**config.mk**
```make
export PLATFORM = sky130hd
export DESIGN_NAME = trace_frame_assembler
export DESIGN_NICKNAME = d
export VERILOG_FILES = /design/src/rtl/trace_pkg.sv /design/src/rtl/frame_pingpong_buf.sv /design/src/rtl/trace_frame_assembler.sv
export SDC_FILE = /design/constraint.sdc
export NUM_CORES = 1
export LEC_CHECK = 0
export CAP_MARGIN = 20
export CELL_PAD_IN_SITES_DETAIL_PLACEMENT = 1
export CELL_PAD_IN_SITES_GLOBAL_PLACEMENT = 2
export CORE_MARGIN = 1
export CORE_UTILIZATION = 40
export CTS_CLUSTER_DIAMETER = 40
export DETAILED_ROUTE_END_ITERATION = 8
export PLACE_DENSITY = 0.73
export SLEW_MARGIN = 30
export SYNTH_ARGS = -nofsm -noshare
export SYNTH_HDL_FRONTEND = slang
export SYNTH_SLANG_ARGS = --single-unit
```
**constraint.sdc**
```tcl
create_clock -name clk -period 4 [get_ports clk]
set_input_delay 0.8 -clock clk [delete_from_list [all_inputs] [get_ports clk]]
set_output_delay 0.8 -clock clk [all_outputs]
set_load 0.03 [all_outputs]
```
**src/rtl/trace_pkg.sv**
```systemverilog
// ============================================================================
// Module   : trace_pkg
// Purpose  : Shared word type, default frame size and FSM state encodings.
// Revision : 1.0 - initial release
// ============================================================================
`default_nettype none

package trace_pkg;

  localparam int unsigned c_WORD_W              = 16;
  localparam int unsigned c_FRAME_WORDS_DEFAULT = 8;

  typedef logic [c_WORD_W-1:0] word_t;

  typedef enum logic {
    WR_FILL = 1'b0,
    WR_DROP = 1'b1
  } wr_state_e;

  typedef enum logic {
    RD_IDLE = 1'b0,
    RD_SEND = 1'b1
  } rd_state_e;

  function automatic int unsigned idx_width(input int unsigned words);
    return (words > 1) ? $clog2(words) : 1;
  endfunction

endpackage

`default_nettype wire

```
**src/rtl/frame_pingpong_buf.sv**
```systemverilog
// ============================================================================
// Module   : frame_pingpong_buf
// Purpose  : Two FRAME_WORDS x 16 frame buffers, one write port, one read port.
// Revision : 1.0 - initial release
// ============================================================================
`default_nettype none

module frame_pingpong_buf
  import trace_pkg::*;
#(
  parameter int unsigned FRAME_WORDS = c_FRAME_WORDS_DEFAULT,
  parameter int unsigned IDX_W       = idx_width(FRAME_WORDS)
) (
  input  logic                clk,
  input  logic                wr_en_i,
  input  logic                wr_sel_i,
  input  logic [IDX_W-1:0]    wr_idx_i,
  input  logic [c_WORD_W-1:0] wr_data_i,
  input  logic                rd_sel_i,
  input  logic [IDX_W-1:0]    rd_idx_i,
  output logic [c_WORD_W-1:0] rd_data_o
);

  // Storage is deliberately not reset; the full flags qualify its contents.
  word_t mem_q [2][FRAME_WORDS];

  always_ff @(posedge clk) begin
    if (wr_en_i) begin
      mem_q[wr_sel_i][wr_idx_i] <= wr_data_i;
    end
  end

  assign rd_data_o = mem_q[rd_sel_i][rd_idx_i];

endmodule

`default_nettype wire

```
**src/rtl/trace_frame_assembler.sv**
```systemverilog
// ============================================================================
// Module   : trace_frame_assembler
// Purpose  : Packs trace words into fixed-size frames through a ping-pong
//            buffer; frames arriving with both buffers full are dropped.
//            Optional statistics counters: define FRAME_STATS_EN.
// Revision : 1.0 - initial release
// ============================================================================
`default_nettype none

module trace_frame_assembler
  import trace_pkg::*;
#(
  parameter int unsigned FRAME_WORDS = c_FRAME_WORDS_DEFAULT,
  parameter int unsigned CNT_WIDTH   = 16
) (
  input  logic                clk,
  input  logic                rst,
  input  logic                sync,
  input  logic                WdAvail,
  input  logic [15:0]         PacketWd,
  input  logic                PacketReset,
  output logic                outValid,
  input  logic                outReady,
  output logic [15:0]         outWord,
  output logic                outFirst,
  output logic                outLast,
  output logic                overflow
`ifdef FRAME_STATS_EN
  ,
  output logic [CNT_WIDTH-1:0] frameCount,
  output logic [CNT_WIDTH-1:0] dropCount
`endif
);

  localparam int unsigned        c_IDX_W    = idx_width(FRAME_WORDS);
  localparam logic [c_IDX_W-1:0] c_LAST_IDX = c_IDX_W'(FRAME_WORDS - 1);
  localparam logic [c_IDX_W-1:0] c_IDX_ONE  = c_IDX_W'(1);

  if (FRAME_WORDS < 2) begin : g_bad_frame_words
    $error("FRAME_WORDS must be at least 2");
  end
  if (CNT_WIDTH < 1) begin : g_bad_cnt_width
    $error("CNT_WIDTH must be at least 1");
  end

  wr_state_e          wr_state_q;
  logic               wr_sel_q;
  logic [c_IDX_W-1:0] wr_idx_q;
  rd_state_e          rd_state_q;
  logic               rd_sel_q;
  logic [c_IDX_W-1:0] rd_idx_q;
  logic [1:0]         full_q;
  logic [1:0]         full_d;
  logic               out_valid_q;
  logic               out_first_q;
  logic               out_last_q;
  logic               overflow_q;

  logic               wr_accept;
  logic               rd_release;
  logic               target_busy;
  logic               wr_store;
  logic               wr_frame_done;
  logic               drop_done;
  logic [c_IDX_W-1:0] wr_idx_inc;
  logic [c_IDX_W-1:0] rd_idx_inc;

  assign wr_idx_inc    = wr_idx_q + 1'b1;
  assign rd_idx_inc    = rd_idx_q + 1'b1;
  assign wr_accept     = sync && !PacketReset && WdAvail;
  assign rd_release    = (rd_state_q == RD_SEND) && outReady && (rd_idx_q == c_LAST_IDX);
  // A buffer freed by the reader this cycle is already usable by the writer.
  assign target_busy   = full_q[wr_sel_q] && !(rd_release && (rd_sel_q == wr_sel_q));
  assign wr_store      = wr_accept && (wr_state_q == WR_FILL) &&
                         !((wr_idx_q == '0) && target_busy);
  assign wr_frame_done = wr_store && (wr_idx_q == c_LAST_IDX);
  assign drop_done     = wr_accept && (wr_state_q == WR_DROP) && (wr_idx_q == c_LAST_IDX);

  always_ff @(posedge clk) begin
    if (rst) begin
      wr_state_q <= WR_FILL;
      wr_sel_q   <= 1'b0;
      wr_idx_q   <= '0;
      overflow_q <= 1'b0;
    end else begin
      overflow_q <= drop_done;
      if (!sync || PacketReset) begin
        wr_state_q <= WR_FILL;
        wr_idx_q   <= '0;
      end else if (WdAvail) begin
        case (wr_state_q)
          WR_FILL: begin
            if (!wr_store) begin
              wr_state_q <= WR_DROP;
              wr_idx_q   <= c_IDX_ONE;
            end else if (wr_frame_done) begin
              wr_idx_q <= '0;
              wr_sel_q <= !wr_sel_q;
            end else begin
              wr_idx_q <= wr_idx_inc;
            end
          end
          WR_DROP: begin
            if (drop_done) begin
              wr_state_q <= WR_FILL;
              wr_idx_q   <= '0;
            end else begin
              wr_idx_q <= wr_idx_inc;
            end
          end
        endcase
      end
    end
  end

  always_comb begin
    full_d = full_q;
    if (rd_release) begin
      full_d[rd_sel_q] = 1'b0;
    end
    if (wr_frame_done) begin
      full_d[wr_sel_q] = 1'b1;
    end
  end

  always_ff @(posedge clk) begin
    if (rst) begin
      full_q <= 2'b00;
    end else begin
      full_q <= full_d;
    end
  end

  always_ff @(posedge clk) begin
    if (rst) begin
      rd_state_q  <= RD_IDLE;
      rd_sel_q    <= 1'b0;
      rd_idx_q    <= '0;
      out_valid_q <= 1'b0;
      out_first_q <= 1'b0;
      out_last_q  <= 1'b0;
    end else begin
      case (rd_state_q)
        RD_IDLE: begin
          if (full_q[rd_sel_q]) begin
            rd_state_q  <= RD_SEND;
            rd_idx_q    <= '0;
            out_valid_q <= 1'b1;
            out_first_q <= 1'b1;
            out_last_q  <= 1'b0;
          end
        end
        RD_SEND: begin
          if (outReady) begin
            if (rd_idx_q == c_LAST_IDX) begin
              rd_state_q  <= RD_IDLE;
              rd_sel_q    <= !rd_sel_q;
              rd_idx_q    <= '0;
              out_valid_q <= 1'b0;
              out_first_q <= 1'b0;
              out_last_q  <= 1'b0;
            end else begin
              rd_idx_q    <= rd_idx_inc;
              out_first_q <= 1'b0;
              out_last_q  <= (rd_idx_inc == c_LAST_IDX);
            end
          end
        end
      endcase
    end
  end

  frame_pingpong_buf #(
    .FRAME_WORDS (FRAME_WORDS),
    .IDX_W       (c_IDX_W)
  ) u_buf (
    .clk       (clk),
    .wr_en_i   (wr_store),
    .wr_sel_i  (wr_sel_q),
    .wr_idx_i  (wr_idx_q),
    .wr_data_i (PacketWd),
    .rd_sel_i  (rd_sel_q),
    .rd_idx_i  (rd_idx_q),
    .rd_data_o (outWord)
  );

  assign outValid = out_valid_q;
  assign outFirst = out_first_q;
  assign outLast  = out_last_q;
  assign overflow = overflow_q;

`ifdef FRAME_STATS_EN
  logic [CNT_WIDTH-1:0] frame_cnt_q;
  logic [CNT_WIDTH-1:0] drop_cnt_q;

  // Both counters saturate rather than wrap.
  always_ff @(posedge clk) begin
    if (rst) begin
      frame_cnt_q <= '0;
      drop_cnt_q  <= '0;
    end else begin
      if (rd_release && (frame_cnt_q != '1)) begin
        frame_cnt_q <= frame_cnt_q + 1'b1;
      end
      if (drop_done && (drop_cnt_q != '1)) begin
        drop_cnt_q <= drop_cnt_q + 1'b1;
      end
    end
  end

  assign frameCount = frame_cnt_q;
  assign dropCount  = drop_cnt_q;
`endif

endmodule

`default_nettype wire

```
* After elaboration in Yosys (flattened, before gate mapping)
Memories as Yosys holds them, arrays and structs flattened. A register that Yosys moved wholly into a read port is not among the register bits. Cells that the tools add are included. W data, S select, Z words.
Operators by class: equal/unequal tests 7, reduce and logical (&&, ||, !) cells 28, $lt $le $gt $ge 7, multiplexer cells 44, add/sub/neg operators 2, bitwise logic cells 8
Operator list (number):
- $mux W128 | 1
- $bmux W16 S3 | 1
- $demux W16 S3 | 1
- $mux W16 | 3
- $mux W1 | 21
- $mux W3 | 6
- $logic_and A1 B1 Y1 | 15
- $pmux W3 S2 | 2
- $pmux W1 S2 | 5
- $eq A3 B3 Y1 const B | 3
- $ge A4 B4 Y1 const B | 2
- $not A3 Y4 | 2
- $add A3 B1 Y3 const B | 2
- $logic_not A1 Y1 | 6
- $reduce_and A3 Y1 | 2
- $reduce_and A5 Y1 | 1
- $lt A1 B2 Y1 const B | 2
- $lt A4 B1 Y1 const B | 1
- $mux W2 | 2
- $ne A2 B2 Y1 const B | 2
- $logic_not A3 Y1 | 1
- $not A1 Y1 | 3
- $and A2 B2 Y2 | 1
- $demux W1 S1 | 2
- other kinds (8) | 9
Word-level totals: memories 1, bits in registers 16, memory bits (writable) 256, output and inout bits 20, logic and storage cells 108
Memories:
- u_buf.mem_q | depth 2, width 128, read ports 1, clocked after memory_dff 1, wr ports 1, RTL line frame_pingpong_buf.sv:25 | word_t mem_q [2][FRAME_WORDS];

* Logic depth before layout (Yosys ltp)
Gate-level depths: netlist of the first run.
depth in word-level cells 12, gate-level depth with buffers 7, depth with buffers taken out 6

* Cells and area by module
A second synthesis of the first run with hierarchy kept.
Unflattened totals: cells, all modules 504, area, all modules 10532.6 um2
By module, submodules not included:
- frame_pingpong_buf | area each 9723.1 um2, cells each 416, times used 1
- trace_frame_assembler | area each 809.5 um2, cells each 88, times used 1

* Least setup slack after synthesis of the first run
Ideal clock, no wire load.
kind input-to-reg, start in outReady, end mem u_buf.mem_q[0][100] (netlist bit), enable pin, setup slack 0.664 ns, setup time 0.430 ns, stages 4, path buffers 0, arrival time 2.906 ns, path through nand3_2 o2111ai_4 nand2_4 nor4_1
Between the ends: word-level cells in the longest chain between the ends 10
Ends and longest elaborated chain:
- start: declaration | RTL line trace_frame_assembler.sv:23 | input logic outReady,
- $logic_and A1 B1 Y1 (2 in series) | RTL line trace_frame_assembler.sv:71 | assign rd_release = (rd_state_q == RD_SEND) && outReady && (rd_idx_q == c_LAST_IDX);
- $logic_and A1 B1 Y1 | RTL line trace_frame_assembler.sv:73 | assign target_busy = full_q[wr_sel_q] && !(rd_release && (rd_sel_q == wr_sel_q));
- $logic_not A1 Y1 | RTL line trace_frame_assembler.sv:73
- $logic_and A1 B1 Y1 | RTL line trace_frame_assembler.sv:73
- $logic_and A1 B1 Y1 | RTL line trace_frame_assembler.sv:75 | !((wr_idx_q == '0) && target_busy);
- $logic_not A1 Y1 | RTL line trace_frame_assembler.sv:75
- $logic_and A1 B1 Y1 | RTL line trace_frame_assembler.sv:74 | assign wr_store = wr_accept && (wr_state_q == WR_FILL) &&
- $mux W1 | RTL line frame_pingpong_buf.sv:28 | if (wr_en_i) begin
- $mux W128 (not written as such) | RTL line frame_pingpong_buf.sv:29 | mem_q[wr_sel_i][wr_idx_i] <= wr_data_i;
- end: declaration | RTL line frame_pingpong_buf.sv:25
Every way passes these cells.

==> metrics.txt, run 1 <==
WS Path Type=flip-flop to primary output; Die ar.=roughly 27,000 sq um; CTS root buf=clkbuf_16; total negative slack=0 ns; CTS Buffer Depth=3; GP Congestion=between 0.7 and 0.8; DIE WIDTH=165 microns; setup clock skew after layout=~0.0098 ns; origin of the critical flop-to-flop path=rd_idx_q[0]$_SDFFE_PP0P_; Max-Cap Viols=0; commonest non-fill, non-tap cell in the layout=edfxtp_1; DRC violation count after routing=0; Initial Util=between 40% and 50%; vias per inst=approximately 5.6; GR Overflow Total=0; routed via count=5,386; total power per unit cell area=494 nW/um^2; initial antenna violation count=1; total CTS buffers=36; number of setup buffers added after CTS=0; CP Data Required Time=about 3.2 ns; commonest non-fill, non-tap cells in the layout=edfxtp_1, mux4_2, clkdlybuf4s50_1; Critical Path End Type=primary output; WL/cell=between 20 and 30 microns; Mapped Cells=504; Die H=approximately 160 microns; DR iter-0 viols=between 400 and 500; sequential element share of the synthesized area=between 70% and 80%; Synth Register Bits=~270; layout net count=between 600 and 700; Placed Cells=between 800 and 900; mean post-synth cell area=approximately 21 sq um; Netlist Area Pre-Place=between 10,000 and 15,000 sq um; CTS tree=yes; Reg-to-Reg End=u_buf.mem_q[0][113]$_DFFE_PP_; CP Launch Type=flip-flop; Crit path depth=5; Worst Tran Pin Value=~0.83 ns; Port Buffers=between 40 and 50; area grow syn2layout=21.0%; Setup Viol. Count Final=0; R2R Setup Slk=about 1.1 ns; drt first pass iters=6; CTS Sinks=273; Cell variety after synth=42; Total Routed Length=24.3 mm; detailed placer's ending HPWL=approximately 14 mm; CP peak stage delay=slightly above 0.6 ns; DRT antenna net count=0; core box area=~26,000 sq um; Clock Latency Late Sink=slightly above 0.5 ns; Critical Path End=outWord[15]; status=finished, final reports clean; number of core rows=59; CP Cell Sequence=buf_4 > mux4_2 > a22oi_1 > nand2_1 > clkdlybuf4s50_1; clk slew on worst S/H paths=roughly 0.050 ns; CP bufs+invs=2; Pleak=0.00402 uW; I/O pin count=between 40 and 50; RSZ-0062 raised after global routing=no; first-pass GRT wire length=between 30 and 40 mm; share of layout cells above drive strength 1=between 20% and 30%; r2r worst-path depth=7; YS warnings=0; hold-fix buffer count after cts=0; Post-Syn Nets=about 530; gr usage total=between 10% and 20%; Worst Path Max Fanout=20; final std cells w/o fill=954; Max rail drop VDD=about 0.25 mV; pin count of the biggest net entering global routing=27; H-tree Lvls=2; Tmin final=about 3.8 ns; crit path DAT=2.98 ns; min-delay worst type=flip-flop to flip-flop; vias in the first global route=just under 6,000; FMAX=about 0.26 GHz; final hold violations=0; Final Cycle Share=around 95%; Critical Path Slowest Stage Cell=clkdlybuf4s50_1; delay-heaviest family, CP=buffers and inverters; fin. max-slew vios=0; post-CTS sizing=0; Max-Slew Margin vs Limit=between 40% and 50%
## cell type report
cell class                      count  area, sq um
Clock inverter                     21          199
Multi-Input combinational cell    202         2470
Sequential cell                   273         8030
Antenna cell                        1         2.50
Inverter                            4         15.0
Fill cell                        2350        13200
Tap cell                          335          419
Clock buffer                       43          968
Timing Repair Buffer               75          691
## metrics by stage
step	hold slack (ns)	total power (uW)	worst slack, ns	util, %	area (sq um)
floorplan	0.438	3220	0.664	-	10600
global placement	0.449	3290	0.732	44.7	11600
detailed placement	0.455	3300	0.723	44.7	11600
CTS	0.465	6400	0.156	49.2	12800
global route	0.502	6520	0.0679	49.2	12800
finish	0.462	6330	0.216	49.2	12800
## layer usage
| layer | vias up | track usage, % | share of wire (%) |
|---|---|---|---|
| li1 | 2302 | - | - |
| met1 | 2883 | 23.3 | 41 |
| met2 | 158 | 32.6 | 52 |
| met3 | 43 | 2.79 | 4.1 |
| met4 | 0 | 7.30 | 2.6 |
| met5 | - | 0 | 0 |
## Yosys cell counts (all sizes together)
| master | instances | area [sq um] |
|---|---|---|
| o221a | 1 | 11.3 |
| or3b | 1 | 8.76 |
| mux4 | 64 | 1490 |
| mux2i | 2 | 20.0 |
| o21a | 1 | 7.51 |
| a21oi | 6 | 30.0 |
| and4bb | 1 | 12.5 |
| a31oi | 1 | 6.26 |
| xor2 | 1 | 8.76 |
| a22o | 2 | 17.5 |
| mux2 | 3 | 33.8 |
| a22oi | 32 | 240 |
| nor3 | 14 | 70.1 |
| nand4b | 1 | 8.76 |
| inv | 4 | 15.0 |
| o31ai | 1 | 7.51 |
| clkbuf | 10 | 37.5 |
| edfxtp | 256 | 7690 |
| nor4bb | 1 | 10.0 |
| and2 | 1 | 6.26 |
| o2111ai | 1 | 26.3 |
| and3 | 1 | 6.26 |
| a32oi | 1 | 8.76 |
| nor2 | 13 | 48.8 |
| nor4 | 4 | 25.0 |
| buf | 15 | 110 |
| ha | 6 | 75.1 |
| dfxtp | 17 | 340 |
| xnor2 | 1 | 8.76 |
| a211oi | 1 | 7.51 |
| nand2b | 2 | 12.5 |
| nand2 | 30 | 120 |
| nand3 | 2 | 15.0 |
| nor3b | 2 | 15.0 |
| nor2b | 4 | 25.0 |
| o21ai | 1 | 5.00 |
## cells by family (layout without fill, tap and decap cells)
| kind of cell | Yosys count | count (layout) | share of synthesized area (%) |
|---|---|---|---|
| DFF | 273 | 273 | 75.9 |
| and+or+nand+nor | 77 | 77 | 3.63 |
| muxes | 69 | 69 | 14.6 |
| AOI/OAI and AO/OA | 48 | 48 | 3.48 |
| buffers and inverters | 29 | 143 | 1.54 |
| adders and majority gates | 6 | 6 | 0.710 |
| xor gates and xnor gates | 2 | 2 | 0.166 |
| other | 0 | 1 | 0 |
## worst min-delay path: stages, from the launching register on
cell and delay, ns:
dfxtp_1 0.31, nand2_1 0.05, a21oi_1 0.05
## flip-flops by register name, indices dropped and copies added (netlist names), named ones only
signal       count
rd_sel_q         1
full_q           2
outValid         1
outFirst         1
wr_state_q       1
rd_state_q       1
rd_idx_q         3
wr_sel_q         1
wr_idx_q         3
u_buf.mem_q    256
outLast          1
overflow         1
## where the power goes
part | switching (uW) | internal (uW) | leakage (uW)
Combinational | 67.2 | 37.3 | 0.00102
Clock | 1170 | 1920 | 0.000562
Sequential | 2.44 | 3130 | 0.00244
Total | 1240 | 5090 | 0.00402
## how the worst min path moves through the flow
stage                                     start               endpoint  slack [ns]  cells after the start
after floorplan            full_q[1]$_SDFF_PP0_   full_q[1]$_SDFF_PP0_        0.44                      2
after global placement    outValid$_SDFFE_PP0P_  outValid$_SDFFE_PP0P_        0.45                      2
after detailed placement  outValid$_SDFFE_PP0P_  outValid$_SDFFE_PP0P_        0.46                      2
after CTS                 outValid$_SDFFE_PP0P_  outValid$_SDFFE_PP0P_        0.47                      2
after global routing       full_q[1]$_SDFF_PP0_   full_q[1]$_SDFF_PP0_        0.50                      2
final                     outValid$_SDFFE_PP0P_  outValid$_SDFFE_PP0P_        0.46                      2
No activity file was read; power rests on OpenSTA's default activity.
==> inputs of run 2 (changes only) <==
--- a/config.mk
+++ b/config.mk
@@ -16,4 +16,5 @@
 export SLEW_MARGIN = 30
 export SYNTH_ARGS = -nofsm -noshare
 export SYNTH_HDL_FRONTEND = slang
+export SYNTH_HIERARCHICAL = 1
 export SYNTH_SLANG_ARGS = --single-unit
==> run 2 against run 1 <==
Power is 3.7% higher. Worst hold slack better by 0.0074 ns. Combinational power is 5% lower. Synthesized cell count stayed put. Critical endpoint is now outWord[3].
==> metrics.txt, run 2 <==
R2R Setup Slk=around 0.80 ns; fin. max-slew vios=0; I/O pin count=42; Hold Path Stages=2; detailed placer's ending HPWL=13.5 mm; total negative slack=0 ns; min-delay worst type=flip-flop to flip-flop; total CTS buffers=38; Top FF cell, synth=edfxtp_1; ranking of synthesized cells by area=edfxtp_1, mux4_2, dfxtp_1; drt first pass iters=6; Max-Cap Viols=0; Synth Register Bits=between 200 and 300; FMAX=about 0.27 GHz; dominant cell type by area after synthesis=edfxtp_1; total power per unit cell area=between 500 and 600 nW/um^2; DRC violation count after routing=0; Tmin final=approximately 3.7 ns; Post-synth ARST share=0%; crit path DAT=a little under 3 ns; setup clock skew after layout=0.0239 ns; post-layout util=about 50%; status=finished, final reports clean; final hold violations=0; RSZ-0062 raised after global routing=no; clk slew on worst S/H paths=0.05 ns; H-tree Lvls=2; CTS tree=yes; vias per inst=5.51; Post-synth top cells=edfxtp_1, mux4_2, a22oi_1; initial antenna violation count=0; Pleak=about 0.0041 uW; Placed Cells=887; Largest register FFs=256; Max rail drop VDD=about 0.31 mV; Critical Path End Type=primary output; first-pass GRT wire length=~35 mm; Netlist Area Pre-Place=10,500 sq um; area fraction of the dominant cell type after synthesis=around 73%; mean post-synth cell area=approximately 21 sq um; pin count of the biggest net entering global routing=32; vias in the first global route=~6,000; diodes inserted=0; DIE WIDTH=roughly 160 microns; Most flops, register=u_buf/mem_q; Die H=between 150 and 200 microns; hold_sp=outValid$_SDFFE_PP0P_; layout net count=between 600 and 700; routed via count=approximately 5,300; hold-fix buffer count after cts=0; commonest non-fill, non-tap cells in the layout=edfxtp_1, mux4_2, clkdlybuf4s50_1; Total Routed Length=between 20 and 25 mm; WS Path Type=flip-flop to primary output; core box area=25,900 sq um; post-CTS sizing=0; GP Congestion=a little over 0.7; Setup Viol. Count Final=0; CTS root buf=clkbuf_16; WL/cell=24.1 microns; largest registers=u_buf/mem_q (256), rd_idx_q (3), wr_idx_q (3); CP Launch Type=flip-flop; DRT antenna net count=0; Die ar.=between 20,000 and 30,000 sq um; Worst Tran Pin Value=0.562 ns; Max-Slew Margin vs Limit=62.4%; CTS Sinks=approximately 270; gr usage total=18.0%; area grow syn2layout=21.9%; hold worst-path end=outValid$_SDFFE_PP0P_; GR Overflow Total=0; commonest non-fill, non-tap cell in the layout=edfxtp_1; Mapped Cells=504; Post-Syn Nets=532; Final WS setup=0.314 ns; Cell variety after synth=42; Setup Slack @ Placement=between 0.3 and 0.4 ns; Reg-to-Reg End=u_buf/mem_q[0][18]$_DFFE_PP_; Clock Latency Late Sink=~0.52 ns; final std cells w/o fill=955; DR iter-0 viols=between 300 and 400; share of layout cells above drive strength 1=27.7%; Initial Util=between 40% and 50%; number of core rows=slightly below 60; Worst Path Max Fanout=31; r2r worst-path depth=8; YS warnings=6; EDFF count, synth=approximately 260; Final Cycle Share=92.2%; most numerous cell in the Yosys netlist=edfxtp_1; Port Buffers=41; CP Data Required Time=~3.2 ns; origin of the critical flop-to-flop path=rd_idx_q[0]$_SDFFE_PP0P_; sequential element share of the synthesized area=roughly three quarters; CTS Buffer Depth=3; number of setup buffers added after CTS=0
==> run 2: cell types whose count changed after synthesis, sizes merged, moves of 3 or more <==
cell,change
nand3b,+3
nor3,-8
nand2,-6
nor4,-4
nor2,+10
==> run 2: per-stage QoR <==
step                instance area, sq um  hold slack, ns  total power, uW
CTS                                12800           0.470             6640
floorplan                          10500           0.482             3210
global route                       12800           0.490             6750
global placement                   11600           0.448             3270
finish                             12800           0.469             6560
detailed placement                 11600           0.459             3280
==> run 2: cells by family after synthesis <==
family                     count (synthesis)  synth area share (%)
DFF                                      272                  76.0
and+or+nand+nor                           77                  3.50
muxes                                     68                  14.5
AOI/OAI and AO/OA                         50                  3.65
buffers and inverters                     29                  1.46
adders and majority gates                  6                 0.713
xor gates and xnor gates                   2                 0.166
==> run 2: final cells by class <==
cell class | count | area (sq um)
well taps | 335 | 419
fillers | 2315 | 13100
flip-flops and latches | 272 | 8010
inverters | 6 | 22.5
clock inverters | 26 | 292
clock buffers | 42 | 987
repair buffers | 71 | 686
multi-input cells | 203 | 2420
==> run 2: report_power, final <==
part,total (uW),internal (uW),switching (uW)
registers,3120,3120,2.66
clock network,3340,2080,1260
logic,99.2,36.5,62.7
total,6560,5230,1330
==> run 2: layer usage <==
layer / vias to the layer above / GRT usage (%) / part of all wire, %
met5: - / 0 / 0
met4: 0 / 5.98 / 2.8
met3: 46 / 3.66 / 4.7
met2: 146 / 29.5 / 49
met1: 2786 / 23.9 / 43
li1: 2287 / - / -
==> run 2: worst max path at each step <==
stage / startpoint / slack (ns) / to
final: rd_sel_q$_SDFFE_PP0P_ / 0.31 / outWord[3]
after global routing: rd_sel_q$_SDFFE_PP0P_ / 0.18 / outWord[3]
after CTS: rd_sel_q$_SDFFE_PP0P_ / 0.24 / outWord[3]
after detailed placement: WdAvail / 0.39 / u_buf/mem_q[0][27]$_DFFE_PP_
after global placement: WdAvail / 0.60 / u_buf/mem_q[0][123]$_DFFE_PP_
after floorplan: outReady / 0.56 / u_buf/mem_q[0][112]$_DFFE_PP_
==> run 2: worst max-delay path: stages, from the launching register on <==
cell	delay, ns
dfxtp_4	0.48
buf_12	0.29
mux4_1	0.59
a22oi_1	0.27
nand2_1	0.13
clkdlybuf4s50_1	0.62
